File: config.mk
export PLATFORM = sky130hd
export DESIGN_NAME = flash_access_arbiter
export DESIGN_NICKNAME = d
export VERILOG_FILES = /design/src/rtl/flash_raid_pkg.sv /design/src/rtl/flash_range_decoder.sv /design/src/rtl/flash_access_arbiter.sv
export SDC_FILE = /design/constraint.sdc
export NUM_CORES = 1
export LEC_CHECK = 0
export CAP_MARGIN = 15
export CORE_UTILIZATION = 42
export CTS_CLUSTER_DIAMETER = 150
export DETAILED_ROUTE_END_ITERATION = 7
export HOLD_SLACK_MARGIN = 0.08
export PLACE_DENSITY_LB_ADDON = 0.2
export SETUP_SLACK_MARGIN = 0.1
export SYNTH_ARGS = -nofsm -noshare
export SYNTH_HDL_FRONTEND = slang
export SYNTH_SLANG_ARGS = --single-unit
File: constraint.sdc
create_clock -name clk -period 4.75 [get_ports clk]
set_clock_uncertainty 0.2 [all_clocks]
set_input_delay 1.425 -clock clk [delete_from_list [all_inputs] [get_ports clk]]
set_output_delay 1.425 -clock clk [all_outputs]
set_load 0.01 [all_outputs]
File: src/rtl/flash_raid_pkg.sv
// Shared definitions for the flash access arbiter slice: mode encodings,
// arbiter state encoding, default address width and flash index constants.
package flash_raid_pkg;

    localparam int ADDR_W_DEFAULT = 24;

    // control_reg[1:0] encodings; 2'b11 is reserved and routes like MODE_MAIN.
    localparam logic [1:0] MODE_MAIN      = 2'b00;
    localparam logic [1:0] MODE_SECONDARY = 2'b01;
    localparam logic [1:0] MODE_SHARE     = 2'b10;

    // Flash device indices (bit position in flash_cs_n).
    localparam logic FLASH_MAIN = 1'b0;
    localparam logic FLASH_SEC  = 1'b1;

    typedef enum logic [1:0] {
        ST_IDLE    = 2'd0,
        ST_DECODE  = 2'd1,
        ST_ACTIVE  = 2'd2,
        ST_RELEASE = 2'd3
    } arb_state_t;

endpackage

File: src/rtl/flash_range_decoder.sv
// Combinational routing: picks the target flash for one address from the
// mode bits and the two inclusive address ranges (range0 wins on overlap).
module flash_range_decoder
    import flash_raid_pkg::*;
#(
    parameter int ADDR_W = ADDR_W_DEFAULT
) (
    input  logic [ADDR_W-1:0] addr,
    input  logic [1:0]        mode,
    input  logic [ADDR_W-1:0] range0_start,
    input  logic [ADDR_W-1:0] range0_end,
    input  logic              range0_enable,
    input  logic              range0_flash_select,
    input  logic [ADDR_W-1:0] range1_start,
    input  logic [ADDR_W-1:0] range1_end,
    input  logic              range1_enable,
    input  logic              range1_flash_select,
    output logic              flash_sel
);

    logic r0_hit;
    logic r1_hit;

    // Unsigned inclusive range hits; a range with start > end can never hit.
    always_comb begin
        r0_hit = range0_enable && (addr >= range0_start) && (addr <= range0_end);
        r1_hit = range1_enable && (addr >= range1_start) && (addr <= range1_end);
    end

    // Mode selects fixed routing or range-based sharing; default is the main flash.
    always_comb begin
        flash_sel = FLASH_MAIN;
        case (mode)
            MODE_SECONDARY: flash_sel = FLASH_SEC;
            MODE_SHARE: begin
                if (r0_hit)      flash_sel = range0_flash_select;
                else if (r1_hit) flash_sel = range1_flash_select;
                else             flash_sel = FLASH_MAIN;
            end
            default:        flash_sel = FLASH_MAIN;
        endcase
    end

endmodule

File: src/rtl/flash_access_arbiter.sv
// Arbitrates two hosts onto two SPI flash devices: IDLE -> DECODE -> ACTIVE
// -> RELEASE. Routing is decided once in DECODE; grant/CS are registered and
// first appear two edges after the request is sampled.
// Handshake: host_req is a level held by the host until its transaction ends;
// the transaction ends on a one-cycle host_done pulse from the granted host or
// when the granted host drops host_req; RELEASE always gives one deselected cycle.
// Optional macro FLASH_ARB_WATCHDOG_EN adds an ACTIVE-state watchdog that forces
// RELEASE after TIMEOUT_CYCLES cycles and sets the sticky timeout_err flag.
module flash_access_arbiter
    import flash_raid_pkg::*;
#(
    parameter int ADDR_W         = ADDR_W_DEFAULT,
    parameter int TIMEOUT_CYCLES = 4096,
    parameter int CNT_W          = 16
) (
    input  logic              clk,
    input  logic              rst,
    input  logic [1:0]        host_req,
    input  logic [ADDR_W-1:0] host_addr0,
    input  logic [ADDR_W-1:0] host_addr1,
    input  logic [1:0]        host_done,
    input  logic [1:0]        cfg_mode,
    input  logic              cfg_host_select,
    input  logic [ADDR_W-1:0] range0_start,
    input  logic [ADDR_W-1:0] range0_end,
    input  logic [ADDR_W-1:0] range1_start,
    input  logic [ADDR_W-1:0] range1_end,
    input  logic              range0_enable,
    input  logic              range0_flash_select,
    input  logic              range1_enable,
    input  logic              range1_flash_select,
    input  logic              clr_err,
    output logic [1:0]        host_gnt,
    output logic [1:0]        flash_cs_n,
    output logic              active_flash,
    output logic              busy,
    output logic              timeout_err,
    output logic [CNT_W-1:0]  txn_count,
    output logic [1:0]        state_dbg
);

    arb_state_t        state_q, state_d;
    logic              host_q, host_d;
    logic              flash_q, flash_d;
    logic              dec_flash;
    logic [ADDR_W-1:0] dec_addr;
    logic              done_exit;
    logic              drop_exit;
    logic              timeout_hit;
    logic [1:0]        gnt_q;
    logic [1:0]        cs_n_q;
    logic              busy_q;
    logic [CNT_W-1:0]  cnt_q;
    logic              err_q;

    assign dec_addr  = host_q ? host_addr1 : host_addr0;
    assign done_exit = (state_q == ST_ACTIVE) && host_done[host_q];
    assign drop_exit = (state_q == ST_ACTIVE) && !host_req[host_q];

    flash_range_decoder #(.ADDR_W(ADDR_W)) u_decoder (
        .addr                (dec_addr),
        .mode                (cfg_mode),
        .range0_start        (range0_start),
        .range0_end          (range0_end),
        .range0_enable       (range0_enable),
        .range0_flash_select (range0_flash_select),
        .range1_start        (range1_start),
        .range1_end          (range1_end),
        .range1_enable       (range1_enable),
        .range1_flash_select (range1_flash_select),
        .flash_sel           (dec_flash)
    );

`ifdef FLASH_ARB_WATCHDOG_EN
    localparam int WD_W = $clog2(TIMEOUT_CYCLES + 1);
    logic [WD_W-1:0] wd_q;

    // Watchdog counts ACTIVE cycles; it reads zero on every ACTIVE entry.
    always_ff @(posedge clk) begin
        if (rst || state_q != ST_ACTIVE) wd_q <= '0;
        else                             wd_q <= wd_q + 1'b1;
    end

    // A normal exit in the same cycle takes precedence over the timeout.
    assign timeout_hit = (state_q == ST_ACTIVE) && (wd_q == WD_W'(TIMEOUT_CYCLES - 1))
                         && !done_exit && !drop_exit;

    // Sticky error: a new timeout beats a simultaneous clear.
    always_ff @(posedge clk) begin
        if (rst)              err_q <= 1'b0;
        else if (timeout_hit) err_q <= 1'b1;
        else if (clr_err)     err_q <= 1'b0;
    end
`else
    logic unused_wd_cfg;
    assign unused_wd_cfg = clr_err ^ (TIMEOUT_CYCLES != 0);
    assign timeout_hit   = 1'b0;
    assign err_q         = 1'b0;
`endif

    // State, chosen host and latched target flash.
    always_ff @(posedge clk) begin
        if (rst) begin
            state_q <= ST_IDLE;
            host_q  <= 1'b0;
            flash_q <= FLASH_MAIN;
        end else begin
            state_q <= state_d;
            host_q  <= host_d;
            flash_q <= flash_d;
        end
    end

    // Next-state logic: arbitration in IDLE, routing decision in DECODE.
    always_comb begin
        state_d = state_q;
        host_d  = host_q;
        flash_d = flash_q;
        case (state_q)
            ST_IDLE: begin
                if (|host_req) begin
                    state_d = ST_DECODE;
                    host_d  = (&host_req) ? cfg_host_select : host_req[1];
                end
            end
            ST_DECODE: begin
                if (!host_req[host_q]) begin
                    state_d = ST_IDLE;
                end else begin
                    state_d = ST_ACTIVE;
                    flash_d = dec_flash;
                end
            end
            ST_ACTIVE: begin
                if (done_exit || drop_exit || timeout_hit) state_d = ST_RELEASE;
            end
            ST_RELEASE: state_d = ST_IDLE;
            default:    state_d = ST_IDLE;
        endcase
    end

    // Registered outputs; grant/CS held only while ACTIVE continues, which
    // delays them one cycle after ACTIVE entry and drops them on exit.
    always_ff @(posedge clk) begin
        if (rst) begin
            gnt_q  <= 2'b00;
            cs_n_q <= 2'b11;
            busy_q <= 1'b0;
            cnt_q  <= '0;
        end else begin
            if (state_q == ST_ACTIVE && state_d == ST_ACTIVE) begin
                gnt_q  <= host_q  ? 2'b10 : 2'b01;
                cs_n_q <= flash_q ? 2'b01 : 2'b10;
            end else begin
                gnt_q  <= 2'b00;
                cs_n_q <= 2'b11;
            end
            busy_q <= (state_d != ST_IDLE);
            if (done_exit && cnt_q != {CNT_W{1'b1}}) cnt_q <= cnt_q + 1'b1;
        end
    end

    assign host_gnt     = gnt_q;
    assign flash_cs_n   = cs_n_q;
    assign active_flash = flash_q;
    assign busy         = busy_q;
    assign timeout_err  = err_q;
    assign txn_count    = cnt_q;
    assign state_dbg    = state_q;

endmodule

### Yosys cells after proc, flatten, opt, wreduce, memory -nomap -nowiden

Index checks and enable logic that the tools add are counted.

* $add $sub $neg: 1
* order comparisons: 5
* equal/unequal tests: 7
* multiplexer cells: 15
* bitwise operators: 1
* reduce and logical (&&, ||, !) cells: 17

Operators by type and width (number)
* greater-or-equal comparator 24 bit: 2
* less-or-equal comparator 24 bit: 2
* 2-to-1 mux 24 bit: 1
* adder 16 x 1 -> 16 bit (second input constant): 1
* inequality test 16 bit (second input constant): 1
* 2-to-1 mux 2 bit: 5
* == test 2 bit (second input constant): 4
* logical AND 1 bit: 8
* case mux 2 bit (4 select lines): 1
* 2-to-1 mux 1 bit: 7
* AND reduction 2 bit: 3
* == test 2 x 1 -> 1 bit (second input constant): 2
* OR reduction 2 bit: 2
* logical NOT 2 bit: 1
* < comparator 1 x 2 -> 1 bit (second input constant): 1
* case mux 1 bit (2 select lines): 1
* nonzero test 2 bit: 1
* logical NOT 1 bit: 1
* logical OR 1 bit: 1
* NOT 1 bit: 1

* register bits after elaboration: 25
* input port bits: 158
* output and inout port bits: 25

### Depth between registers and ports, before layout

* depth after elaboration: 11
* depth in mapped cells: 11
* gate-level depth less buffers: 9

### Modules after synthesis

From an unflattened synthesis, not the netlist that was laid out.

* cells, all modules: 499
* area total of the unflattened synthesis: 3947.5 um^2

Modules (own cells, without submodules)
* flash_range_decoder: instances 1, cells each 336, area an instance 2431.1 um^2
* flash_access_arbiter: instances 1, cells each 163, area an instance 1516.5 um^2

### Worst setup path before layout

OpenSTA, ideal clock, no wires.

* path kind: input-to-reg
* start: input port host_addr1[9]
* end: register flash_q (netlist: active_flash)
* setup time: 121 ps
* arrival time: 3275 ps
* data required time: 4429 ps
* setup slack: 1154 ps
* stages: 9
* buffers on the path: 0
* cell sequence: mux2_2 -> ha_1 -> a21o_1 -> a221o_1 -> a221oi_1 -> o211ai_1 -> o32a_1 -> o211ai_1 -> o21ai_1

* word-level cells in the longest chain between the ends: 7
* elaborated cells between the ends (all ways): 12
* classes of those cells: 4 x order compare; 4 x mux; 4 x reduce/logical

Ends and longest elaborated chain
* from (decl): RTL line flash_access_arbiter.sv:20 `input logic [ADDR_W-1:0] host_addr1,`
* 2-to-1 mux 24 bit *: RTL line flash_access_arbiter.sv:56 `assign dec_addr = host_q ? host_addr1 : host_addr0;`
* greater-or-equal comparator 24 bit: RTL line flash_range_decoder.sv:27 `r1_hit = range1_enable && (addr >= range1_start) && (addr <= range1_end);`
* logical AND 1 bit (2 in series): RTL line flash_range_decoder.sv:27
* 2-to-1 mux 1 bit: RTL line flash_range_decoder.sv:37 `else if (r1_hit) flash_sel = range1_flash_select;`
* 2-to-1 mux 1 bit *: RTL line flash_range_decoder.sv:36 `if (r0_hit) flash_sel = range0_flash_select;`
* case mux 1 bit (2 select lines) *: RTL line flash_range_decoder.sv:33 `case (mode)`
* to (signal assigned): RTL line flash_access_arbiter.sv:110 `flash_q <= flash_d;`
* to (decl): RTL line flash_access_arbiter.sv:44 `logic flash_q, flash_d;`

Every way passes the cells marked *; elsewhere a longest branch is shown, timed or not.
A chain may end at the register's enable or synchronous reset.

### Worst setup path in the final report

* start: input port host_addr0[22]
* end: register flash_q (netlist: active_flash)

* word-level cells in the longest chain between the ends: 7
* elaborated cells between the ends (all ways): 12
* classes of those cells: 4 x order compare; 4 x mux; 4 x reduce/logical

Ends and longest elaborated chain
* from (decl): RTL line flash_access_arbiter.sv:19 `input logic [ADDR_W-1:0] host_addr0,`
* 2-to-1 mux 24 bit *: RTL line flash_access_arbiter.sv:56
* greater-or-equal comparator 24 bit: RTL line flash_range_decoder.sv:27
* logical AND 1 bit (2 in series): RTL line flash_range_decoder.sv:27
* 2-to-1 mux 1 bit: RTL line flash_range_decoder.sv:37
* 2-to-1 mux 1 bit *: RTL line flash_range_decoder.sv:36
* case mux 1 bit (2 select lines) *: RTL line flash_range_decoder.sv:33

Marks and branches as above.

==> run metrics <==
Non-Filler Instances 783; cells after synthesis 496; clk slew on worst S/H paths 0.09 ns; CP startpoint kind input pin; die area 0.009493 sq mm; gpl congestion 0.8257; total gr overflow 0; top-count cell post-synth ha_1; FILL cells 751; IO buf count 180; register area share after synthesis 13.08%; number of flops mapped to enable cells by yosys 0; via count 4030; first-pass GRT wire length 18290 um; final period utilization 85.11%; Cell variety after synth 55; largest net degree at the start of global routing 23; fin. max-slew vios 0; fin nets 933; placed cells 779; initial antenna violation count 0; Psw 0.2798 mW; Max Cap Violations 0; Hold Fails Final Rpt 0; CTS sink cnt 25; Area contributors post-synth ha_1 (32%), dfxtp_1 (13%), inv_1 (9.4%); row cnt 34; RSZ-0062 raised after global routing no; core area 0.008763 sq mm; Worst Max-Slew Pin Slew 0.8303 ns; post-CTS resize count 0; Die X 97.43 um; Initial Util 43.65%; internal cell power 0.5308 mW; final antenna diode count 0; leakage 2.707 nW; hold_buf cts 0; # Post-CTS Setup Buffers 0; 1st-iter DRT viols 58; YS warnings 0; DRC 0; VDD IR-drop max 0.1286 mV; mapped cell area 0.003825 sq mm; total routed wirelength 10790 um; Tot GR Track Use 23.01%; Gate power share 56.7%; dpl ws 0.4212 ns; Die H 97.43 um; WP data required 4.71 ns; Synth top area share 32.38%; H-tree depth 1; cell taking the most area after synthesis ha_1; CP Capture Type flip-flop; fraction of layout cells with a size suffix above 1 5.333%; setup_tns 0 ns; Final min period 4.042 ns; Seq pwr share 27.3%; Hold/Removal Path Class reg -> reg; Max Clk Rate 247.4 MHz; Slew headroom 44.47%; post-DR vias/cell 5.147; Avg Cell Area, Syn 7.712 sq um; remaining antenna violation count 0; I/O pin count 183; Async S/R FF share, synth 0%; syn nets 753; DR WL/cell 13.78 um; commonest cells in the netlist ha_1 (99), inv_1 (96), a21oi_1 (43), nand2_1 (36), nor2_1 (33); post-synthesis register bit count 25; clock tree buffer depth 2; CTS tree done; P&R area growth vs syn 51.42%; crit-path max FO 4; PwrDens 140.0 mW/mm^2; Setup WS post-layout 0.7075 ns; sw frac 34.52%; ys flop type dfxtp_1; drt pass-1 iters 4; status complete, no violations; Worst EP arrival 4.00 ns; CTS buffer count 3; vias in the first global route 4122; worst skew pair latency 0.27 ns; root buffer cell clkbuf_8; WS Path Type in -> reg; # setup viols final 0; clock share of power 16.0%; Final HPWL DP 9476 um
power groups by stage:
stage	clock, mW	combinational [mW]	sequential (mW)
2_1_floorplan	0	0.251	0.224
5_1_grt	0.140	0.522	0.223
3_3_place_gp	0	0.440	0.226
6_report	0.129	0.460	0.222
3_5_place_dp	0	0.460	0.226
4_1_cts	0.131	0.463	0.221
sequential cells by signal, indices dropped and copies added, names as in the netlist:
name and cells:
txn_count 16, flash_cs_n 2, host_gnt 2, state_dbg 2, active_flash 1, busy 1, host_q 1
cell families (layout without fill, tap and decap cells):
| kind of cell | count (synthesis) | count (layout) | share of synthesized area, % |
|---|---|---|---|
| simple gates | 135 | 135 | 18.02 |
| buf+inv | 102 | 281 | 10.11 |
| fa+ha+maj | 99 | 99 | 32.38 |
| compound gates | 95 | 95 | 15.70 |
| mux | 27 | 27 | 7.851 |
| flops | 25 | 25 | 13.08 |
| xor+xnor | 12 | 12 | 2.748 |
| other cells | 1 | 1 | 0.09804 |
through the flow:
stage	util (%)	power (mW)	instance area [sq um]	hold slack, ns
detailed placement	65.53	0.6860	5743	0.2056
CTS	66.09	0.8158	5792	0.2261
finish	66.09	0.8106	5792	0.2254
floorplan	-	0.4758	3825	0.2203
global route	66.09	0.8844	5792	0.2605
global placement	65.53	0.6663	5743	0.2107
cell usage in the layout (no fill, tap or decap), types with 4 or more instances in the layout:
| cell | count |
|---|---|
| nand3_1 | 15 |
| nand2_1 | 36 |
| nor2_1 | 33 |
| mux2_2 | 23 |
| xor2_1 | 11 |
| o211ai_1 | 4 |
| a21o_1 | 6 |
| o21ai_0 | 15 |
| clkdlybuf4s50_1 | 180 |
| inv_1 | 96 |
| nand4_1 | 19 |
| nor2b_1 | 5 |
| a21oi_1 | 43 |
| dfxtp_1 | 25 |
| nand2b_1 | 4 |
| ha_1 | 99 |
path summary, 6_finish.rpt:
check                       from       endpoint  slack, ns  cells after the start
hold / removal      active_flash  flash_cs_n[1]       0.23                      1
setup reg to reg          host_q   active_flash       1.12                     10
hold reg to reg     active_flash  flash_cs_n[1]       0.23                      1
setup / recovery  host_addr0[22]   active_flash       0.71                      9
critical path, stage by stage:
cell,delay (ns)
clkdlybuf4s50_1,0.40
mux2_2,0.31
ha_1,0.33
nand4_1,0.14
nor4_1,0.49
nand4_1,0.24
o32a_1,0.39
o211ai_1,0.19
o21ai_1,0.08
layout make-up:
type / instances / area [sq um] / share of cell area (%)
multi-input combinational: 369 / 2938 / 50.72
timing repair buffer: 181 / 1809 / 31.24
sequential: 25 / 500.5 / 8.641
inverter: 96 / 360.3 / 6.222
tap: 108 / 135.1 / 2.333
clock buffer: 3 / 41.29 / 0.7129
clock inverter: 1 / 7.507 / 0.1296
per-layer routing:
layer  global-route usage, %  routed length, um  up-vias
met5                       0                  0        -
met4                   6.900                337        0
met3                   3.022                592       26
met2                   41.90               5244      146
met1                   27.89               4616     1771
li1                        -                  -     2087
(Power assumes the default switching activity.)
